File: src/rtl/vga_pkg.sv
// Shared constants and helpers for the VGA timing generator.
// Holds sync polarity names, mode presets and the tile counter width helpers.
package vga_pkg;

    // Active level of a sync pulse.
    localparam logic SYNC_ACTIVE_LOW  = 1'b0;
    localparam logic SYNC_ACTIVE_HIGH = 1'b1;

    // Timing of one axis: visible span, porches, sync width and sync level.
    typedef struct packed {
        int   active;
        int   fporch;
        int   sync;
        int   bporch;
        logic pol;
    } axis_timing_t;

    // 1024x768@60 CVT, 64 MHz pixel clock (1328 x 798 total).
    localparam axis_timing_t XGA60_H = '{active: 1024, fporch: 48, sync: 104, bporch: 152,
                                         pol: SYNC_ACTIVE_LOW};
    localparam axis_timing_t XGA60_V = '{active: 768, fporch: 3, sync: 4, bporch: 23,
                                         pol: SYNC_ACTIVE_HIGH};

    // 640x480@60, 25.175 MHz pixel clock (800 x 525 total).
    localparam axis_timing_t VGA60_H = '{active: 640, fporch: 16, sync: 96, bporch: 48,
                                         pol: SYNC_ACTIVE_LOW};
    localparam axis_timing_t VGA60_V = '{active: 480, fporch: 10, sync: 2, bporch: 33,
                                         pol: SYNC_ACTIVE_LOW};

    // Total span of an axis.
    function automatic int axis_total(input axis_timing_t t);
        return t.active + t.fporch + t.sync + t.bporch;
    endfunction

    // Bits for a tile index: ceil(log2(ceil(total/tile)+1)). The last tile of a
    // line or frame may be partial, so the count rounds up.
    function automatic int tile_width(input int total, input int tile);
        int n;
        n = (total + tile - 1) / tile;
        return $clog2(n + 1);
    endfunction

    // Bits for an offset inside a tile (0 .. tile-1), never narrower than 1.
    function automatic int sub_width(input int tile);
        return (tile > 1) ? $clog2(tile) : 1;
    endfunction

endpackage

File: src/rtl/vga_axis_counter.sv
// One beam axis: linear position plus tile index and offset within the tile.
// The horizontal and vertical axes of vga_timing_gen are both built from this.
module vga_axis_counter
    import vga_pkg::*;
#(
    parameter int TOTAL = 1328,
    parameter int TILE  = 32,
    parameter int W     = 11,
    parameter int TW    = tile_width(TOTAL, TILE),
    parameter int SW    = sub_width(TILE)
) (
    input  logic          clk,
    input  logic          rst,
    input  logic          step_i,
    output logic [W-1:0]  pos_o,
    output logic [W-1:0]  pos_nxt_o,
    output logic [TW-1:0] tile_o,
    output logic [SW-1:0] sub_o,
    output logic          wrap_o
);

    localparam logic [W-1:0]  POS_LAST = W'(TOTAL - 1);
    localparam logic [SW-1:0] SUB_LAST = SW'(TILE - 1);

    logic [W-1:0]  pos_q,  pos_d;
    logic [TW-1:0] tile_q, tile_d;
    logic [SW-1:0] sub_q,  sub_d;

    // Terminal count: the next step returns the whole axis to 0.
    assign wrap_o = (pos_q == POS_LAST);

    // Next position; a wrap clears the tile counters even mid-tile.
    always_comb begin
        pos_d  = pos_q;
        tile_d = tile_q;
        sub_d  = sub_q;
        if (step_i) begin
            if (wrap_o) begin
                pos_d  = '0;
                tile_d = '0;
                sub_d  = '0;
            end else begin
                pos_d = pos_q + 1'b1;
                if (sub_q == SUB_LAST) begin
                    sub_d  = '0;
                    tile_d = tile_q + 1'b1;
                end else begin
                    sub_d = sub_q + 1'b1;
                end
            end
        end
    end

    // Axis state registers.
    always_ff @(posedge clk) begin
        if (rst) begin
            pos_q  <= '0;
            tile_q <= '0;
            sub_q  <= '0;
        end else begin
            pos_q  <= pos_d;
            tile_q <= tile_d;
            sub_q  <= sub_d;
        end
    end

    assign pos_o     = pos_q;
    assign pos_nxt_o = pos_d;
    assign tile_o    = tile_q;
    assign sub_o     = sub_q;

endmodule

File: src/rtl/vga_timing_gen.sv
// Parametrised VGA timing generator: linear and tiled beam coordinates, sync,
// blank and line/frame strobes, advancing on cycles with pix_en high.
// Optional feature macro: VGA_TIMING_IRQ_EN builds the scanline-compare
// interrupt (line_irq); without it line_irq is constant 0.
// Every output is a register loaded from the counters' next position, so
// levels and strobes always describe the pixel currently shown on x/y.
module vga_timing_gen
    import vga_pkg::*;
#(
    parameter int   H_ACTIVE   = 1024,
    parameter int   H_FPORCH   = 48,
    parameter int   H_SYNC     = 104,
    parameter int   H_BPORCH   = 152,
    parameter int   V_ACTIVE   = 768,
    parameter int   V_FPORCH   = 3,
    parameter int   V_SYNC     = 4,
    parameter int   V_BPORCH   = 23,
    parameter logic H_SYNC_POL = SYNC_ACTIVE_LOW,
    parameter logic V_SYNC_POL = SYNC_ACTIVE_HIGH,
    parameter int   TILE_W     = 32,
    parameter int   TILE_H     = 48,
    parameter int   XW         = 11,
    parameter int   YW         = 10,
    localparam int  H_TOTAL    = H_ACTIVE + H_FPORCH + H_SYNC + H_BPORCH,
    localparam int  V_TOTAL    = V_ACTIVE + V_FPORCH + V_SYNC + V_BPORCH,
    localparam int  TXW        = tile_width(H_TOTAL, TILE_W),
    localparam int  SXW        = sub_width(TILE_W),
    localparam int  TYW        = tile_width(V_TOTAL, TILE_H),
    localparam int  SYW        = sub_width(TILE_H)
) (
    input  logic           clk,
    input  logic           rst,
    input  logic           pix_en,
    input  logic [YW-1:0]  irq_line,
    output logic [XW-1:0]  x,
    output logic [YW-1:0]  y,
    output logic [TXW-1:0] tile_x,
    output logic [SXW-1:0] sub_x,
    output logic [TYW-1:0] tile_y,
    output logic [SYW-1:0] sub_y,
    output logic           hsync,
    output logic           vsync,
    output logic           blank,
    output logic           line_start,
    output logic           frame_start,
    output logic           line_irq
);

    // Reject widths that cannot hold the last position of an axis.
    if (H_TOTAL > (1 << XW)) begin : g_bad_xw
        $error("vga_timing_gen: XW=%0d cannot hold H_TOTAL-1=%0d", XW, H_TOTAL - 1);
    end
    if (V_TOTAL > (1 << YW)) begin : g_bad_yw
        $error("vga_timing_gen: YW=%0d cannot hold V_TOTAL-1=%0d", YW, V_TOTAL - 1);
    end
    if (TILE_W < 1 || TILE_H < 1) begin : g_bad_tile
        $error("vga_timing_gen: tile sizes must be at least 1");
    end

    // Compare limits carry one extra bit so an interval ending at 2**XW still fits.
    localparam logic [XW:0] H_ACT_LIM = (XW+1)'(H_ACTIVE);
    localparam logic [XW:0] HS_BEG    = (XW+1)'(H_ACTIVE + H_FPORCH);
    localparam logic [XW:0] HS_END    = (XW+1)'(H_ACTIVE + H_FPORCH + H_SYNC);
    localparam logic [YW:0] V_ACT_LIM = (YW+1)'(V_ACTIVE);
    localparam logic [YW:0] VS_BEG    = (YW+1)'(V_ACTIVE + V_FPORCH);
    localparam logic [YW:0] VS_END    = (YW+1)'(V_ACTIVE + V_FPORCH + V_SYNC);

    logic [XW-1:0] h_nxt;
    logic [YW-1:0] v_nxt;
    logic          h_wrap, v_wrap, v_step;

    // The vertical axis moves once per completed line.
    assign v_step = pix_en && h_wrap;

    vga_axis_counter #(
        .TOTAL (H_TOTAL),
        .TILE  (TILE_W),
        .W     (XW),
        .TW    (TXW),
        .SW    (SXW)
    ) u_h_cnt (
        .clk       (clk),
        .rst       (rst),
        .step_i    (pix_en),
        .pos_o     (x),
        .pos_nxt_o (h_nxt),
        .tile_o    (tile_x),
        .sub_o     (sub_x),
        .wrap_o    (h_wrap)
    );

    vga_axis_counter #(
        .TOTAL (V_TOTAL),
        .TILE  (TILE_H),
        .W     (YW),
        .TW    (TYW),
        .SW    (SYW)
    ) u_v_cnt (
        .clk       (clk),
        .rst       (rst),
        .step_i    (v_step),
        .pos_o     (y),
        .pos_nxt_o (v_nxt),
        .tile_o    (tile_y),
        .sub_o     (sub_y),
        .wrap_o    (v_wrap)
    );

    logic hsync_q, hsync_d;
    logic vsync_q, vsync_d;
    logic blank_q, blank_d;
    logic line_start_q, line_start_d;
    logic frame_start_q, frame_start_d;

    // Levels for the pixel about to be shown; strobes only on an actual step onto x=0.
    always_comb begin
        hsync_d       = ~H_SYNC_POL;
        vsync_d       = ~V_SYNC_POL;
        blank_d       = 1'b1;
        line_start_d  = 1'b0;
        frame_start_d = 1'b0;
        if (({1'b0, h_nxt} >= HS_BEG) && ({1'b0, h_nxt} < HS_END)) begin
            hsync_d = H_SYNC_POL;
        end
        if (({1'b0, v_nxt} >= VS_BEG) && ({1'b0, v_nxt} < VS_END)) begin
            vsync_d = V_SYNC_POL;
        end
        if (({1'b0, h_nxt} < H_ACT_LIM) && ({1'b0, v_nxt} < V_ACT_LIM)) begin
            blank_d = 1'b0;
        end
        if (pix_en && h_wrap) begin
            line_start_d  = 1'b1;
            frame_start_d = v_wrap;
        end
    end

    // Output registers; reset shows pixel (0,0) with no strobe.
    always_ff @(posedge clk) begin
        if (rst) begin
            hsync_q       <= ~H_SYNC_POL;
            vsync_q       <= ~V_SYNC_POL;
            blank_q       <= 1'b0;
            line_start_q  <= 1'b0;
            frame_start_q <= 1'b0;
        end else begin
            hsync_q       <= hsync_d;
            vsync_q       <= vsync_d;
            blank_q       <= blank_d;
            line_start_q  <= line_start_d;
            frame_start_q <= frame_start_d;
        end
    end

    assign hsync       = hsync_q;
    assign vsync       = vsync_q;
    assign blank       = blank_q;
    assign line_start  = line_start_q;
    assign frame_start = frame_start_q;

`ifdef VGA_TIMING_IRQ_EN
    logic line_irq_q, line_irq_d;

    // Live compare against the line being entered; values >= V_TOTAL never match.
    always_comb begin
        line_irq_d = line_start_d && (v_nxt == irq_line);
    end

    // Interrupt strobe register.
    always_ff @(posedge clk) begin
        if (rst) begin
            line_irq_q <= 1'b0;
        end else begin
            line_irq_q <= line_irq_d;
        end
    end

    assign line_irq = line_irq_q;
`else
    logic unused_irq_line;
    assign unused_irq_line = ^irq_line;
    assign line_irq        = 1'b0;
`endif

endmodule

File: config.mk
export PLATFORM = sky130hd
export DESIGN_NAME = vga_timing_gen
export DESIGN_NICKNAME = d
export VERILOG_FILES = /design/src/rtl/vga_pkg.sv /design/src/rtl/vga_axis_counter.sv /design/src/rtl/vga_timing_gen.sv
export SDC_FILE = /design/constraint.sdc
export NUM_CORES = 1
export LEC_CHECK = 0
export CORE_MARGIN = 10
export CORE_UTILIZATION = 45
export DETAILED_ROUTE_END_ITERATION = 10
export GPL_ROUTABILITY_DRIVEN = 0
export PLACE_DENSITY = 0.77
export SLEW_MARGIN = 20
export SYNTH_ARGS = -nofsm -noshare
export SYNTH_HDL_FRONTEND = slang
export SYNTH_HIERARCHICAL = 1
export SYNTH_SLANG_ARGS = --single-unit
export TNS_END_PERCENT = 20
File: constraint.sdc
create_clock -name clk -period 2.6 [get_ports clk]
set_input_delay 0.52 -clock clk [delete_from_list [all_inputs] [get_ports clk]]
set_output_delay 0.52 -clock clk [all_outputs]
set_load 0.02 [all_outputs]
==> summary by stage <==
Status
The run finished with clean final reports.

Setup path
The startpoint of the most critical register-to-register path is u_h_cnt/pos_o[1]. The family of cells with the greatest summed delay on the critical path is simple AND/OR/NAND/NOR gates. By startpoint and endpoint, the worst setup path is classified as register to register.

The highest fanout seen on the critical path is 5. The launch point of the critical path is u_h_cnt/pos_o[1]. The delay of the slowest cell on the worst path is between 400 and 500 ps. The most numerous cell type found on the critical path is sky130_fd_sc_hd__nand2_1. The critical path goes through ha_1, and4bb_1, nand4_4, inv_4, nand2_1, inv_1, and4_1, nand2_1, mux2i_1, o21ai_0, nand4_1, nor2_1. STA classifies the critical path startpoint as a register.

The capturing element type of the critical path is a register. The slowest cell on the critical path is sky130_fd_sc_hd__dfxtp_1. The arrival time reported for the critical path endpoint is ~2700 ps. The critical path required time is between 2000 and 3000 ps.

The critical path contains buffers and inverters numbering 2 combined.

GRT
The initial antenna violation count was 0. The largest net degree at the start of global routing is 18. For this run, the total global-route usage over all layers was measured as 13.4%. The first global-routing pass estimated 9810 um of wire. The number of global-route vias before repair came to 2213. The total overflow reported by the global router is 0.

Finish
Cells fill 58.3% of the core in the end. The area growth from synthesis to layout is 26.6%. The repair_antennas step left the layout with diodes totalling 0. The total number of nets in the final design is 361.

The library cells used most frequently in the layout, excluding fill and tap cells, are sky130_fd_sc_hd__clkdlybuf4s50_1, sky130_fd_sc_hd__dfxtp_1, sky130_fd_sc_hd__nor2_1, sky130_fd_sc_hd__nand2_1, sky130_fd_sc_hd__nand3_1. The cell area after layout is 3190 um2. Of the cells placed in the final design, the portion with a size suffix greater than 1 is approximately 11%.

Leaving out fill and tap cells, the most frequent cell in the layout is sky130_fd_sc_hd__clkdlybuf4s50_1.

Timing
The clock period minus final worst setup slack is approximately 2400 ps. Setup repair after global routing could not meet its margin everywhere. The share of the clock period used by the worst path after layout is a little over nine tenths. The peak clock frequency supported by timing is 0.409 GHz.

The setup-violating endpoint count in the final report is 0. The clock skew is a little under 6 ps. The number of hold violations in the final report is 0. The final count of pins violating max slew came to 0.

Routing
The final antenna-violating net count is 0. After detailed routing, the average wire length per cell comes to 14.1 um. Detailed routing placed a total of 502 um of wire on met3. For this block, wires on met1 add up to between 2000 and 3000 um. The met2 layer wire length in the routed design is 2690 um. The number of DRC violations after detailed routing is 0.

The highest routing layer actually used is met4. The number of detailed-route iterations in the first pass is 4. In the routed layout, each cell is associated on average with a via count of 5.33. Wires add up to 5830 um. The initial detailed-routing violation count is 85. The routed layout has 2202 vias.

Logic synthesis
The number of nets handed over by synthesis was 311. The per-instance average area after synthesis is about 8.7 um2. The count of mapped cells out of synthesis is 290. For this run, the number of Yosys warnings is 6.

The synthesized netlist occupies a cell area of 2520 um2.

Floorplanning
The horizontal die dimension is 94.8 um. The initial core utilization is around 46%. The count of boundary I/O pins is 62. The full die area is around 9000 um2.

The region available for standard cell placement spans 5470 um2. In this run the vertical extent of the chip is 94.8 um. After floorplanning, the core was divided into 27 placement rows.

Power and ir drop
The static leakage is between 0.001 and 0.0015 uW. The worst voltage drop across the vdd grid is 275 uV. The power density relative to cell area is 435 nW/um2.

Clocking
TritonCTS built the clock tree. The root buffer cell chosen for the clock tree is sky130_fd_sc_hd__clkbuf_8. The worst-case clock buffer depth is 2. The clock net in this run drives a total of between 40 and 50 sinks.

The clock tree synthesis step divided the H-tree into 2 levels. After clock tree synthesis, the clock-pin slew on the worst setup and hold paths is 90 ps. The number of CTS-inserted buffers is 5. The latest clock arrival within the worst-skew pair is around 300 ps.

Run
The number of max-capacitance violations reported is 0.

Hold path
The critical hold path startpoint is u_h_cnt/tile_o[1]. The type of the worst min-delay path is register to register.

Placed design
Port buffering added 50 buffers. The placed instances occupy a cell area of around 3000 um2. The HPWL after detailed placement is 4320 um.
==> flip-flops by register name, indices dropped and copies added (netlist names) <==
register,flops
line_start,1
u_v_cnt/tile_o,5
u_v_cnt/sub_o,6
vsync,1
u_h_cnt/tile_o,6
u_h_cnt/sub_o,5
hsync,1
u_h_cnt/pos_o,11
u_v_cnt/pos_o,10
blank,1
frame_start,1
==> final timing paths <==
path                  endpoint  slack, ps  cells after the start
max                      vsync        160                     12
min          u_h_cnt/tile_o[1]        490                      2
max reg2reg              vsync        160                     12
min reg2reg  u_h_cnt/tile_o[1]        490                      2
==> metrics by stage <==
stage	instances	power, uW	TNS [ps]	worst slack (ps)	hold WS, ps
CTS	413	1410	0	146	497
floorplan	290	827	0	22.3	558
global route	413	1440	-4.07	-4.07	543
detailed placement	405	860	0	146	484
finish	413	1390	0	157	492
global placement	405	859	0	173	485
==> power breakdown <==
part / total (uW) / internal, uW / switching (uW)
registers: 757 / 744 / 13.7
clock network: 545 / 285 / 260
logic: 85.8 / 38.0 / 47.7
==> cell type report <==
| cell class | instances | area (um2) |
|---|---|---|
| repair buffers | 56 | 546 |
| clock buffers | 5 | 68.8 |
| clock inverters | 3 | 42.5 |
| well taps | 72 | 90.1 |
| flip-flops and latches | 48 | 961 |
| inverters | 4 | 17.5 |
| multi-input cells | 225 | 1460 |
| fillers | 510 | 2280 |
==> worst register-to-register path, stage by stage (launching register included) <==
cell and delay [ps]:
sky130_fd_sc_hd__dfxtp_1 420, sky130_fd_sc_hd__ha_1 210, sky130_fd_sc_hd__and4bb_1 260, sky130_fd_sc_hd__nand4_4 150, sky130_fd_sc_hd__inv_4 110, sky130_fd_sc_hd__nand2_1 70, sky130_fd_sc_hd__inv_1 130, sky130_fd_sc_hd__and4_1 240
sky130_fd_sc_hd__nand2_1 80, sky130_fd_sc_hd__mux2i_1 120, sky130_fd_sc_hd__o21ai_0 350, sky130_fd_sc_hd__nand4_1 130, sky130_fd_sc_hd__nor2_1 120
==> routing by layer <==
metal / track usage, % / vias up
li1: - / 1113
met1: 14.3 / 1031
met2: 22.7 / 48
met3: 6.03 / 10
met4: 5.11 / 0
met5: 0 / -
==> repair_timing <==
action / in CTS / in global routing
hold buffers: 0 / 0
resized for setup: 0 / 1
setup buffers: 0 / 0
setup endpoints to repair: 0 / 3
Note: power is estimated with default switching activity, not from simulation.
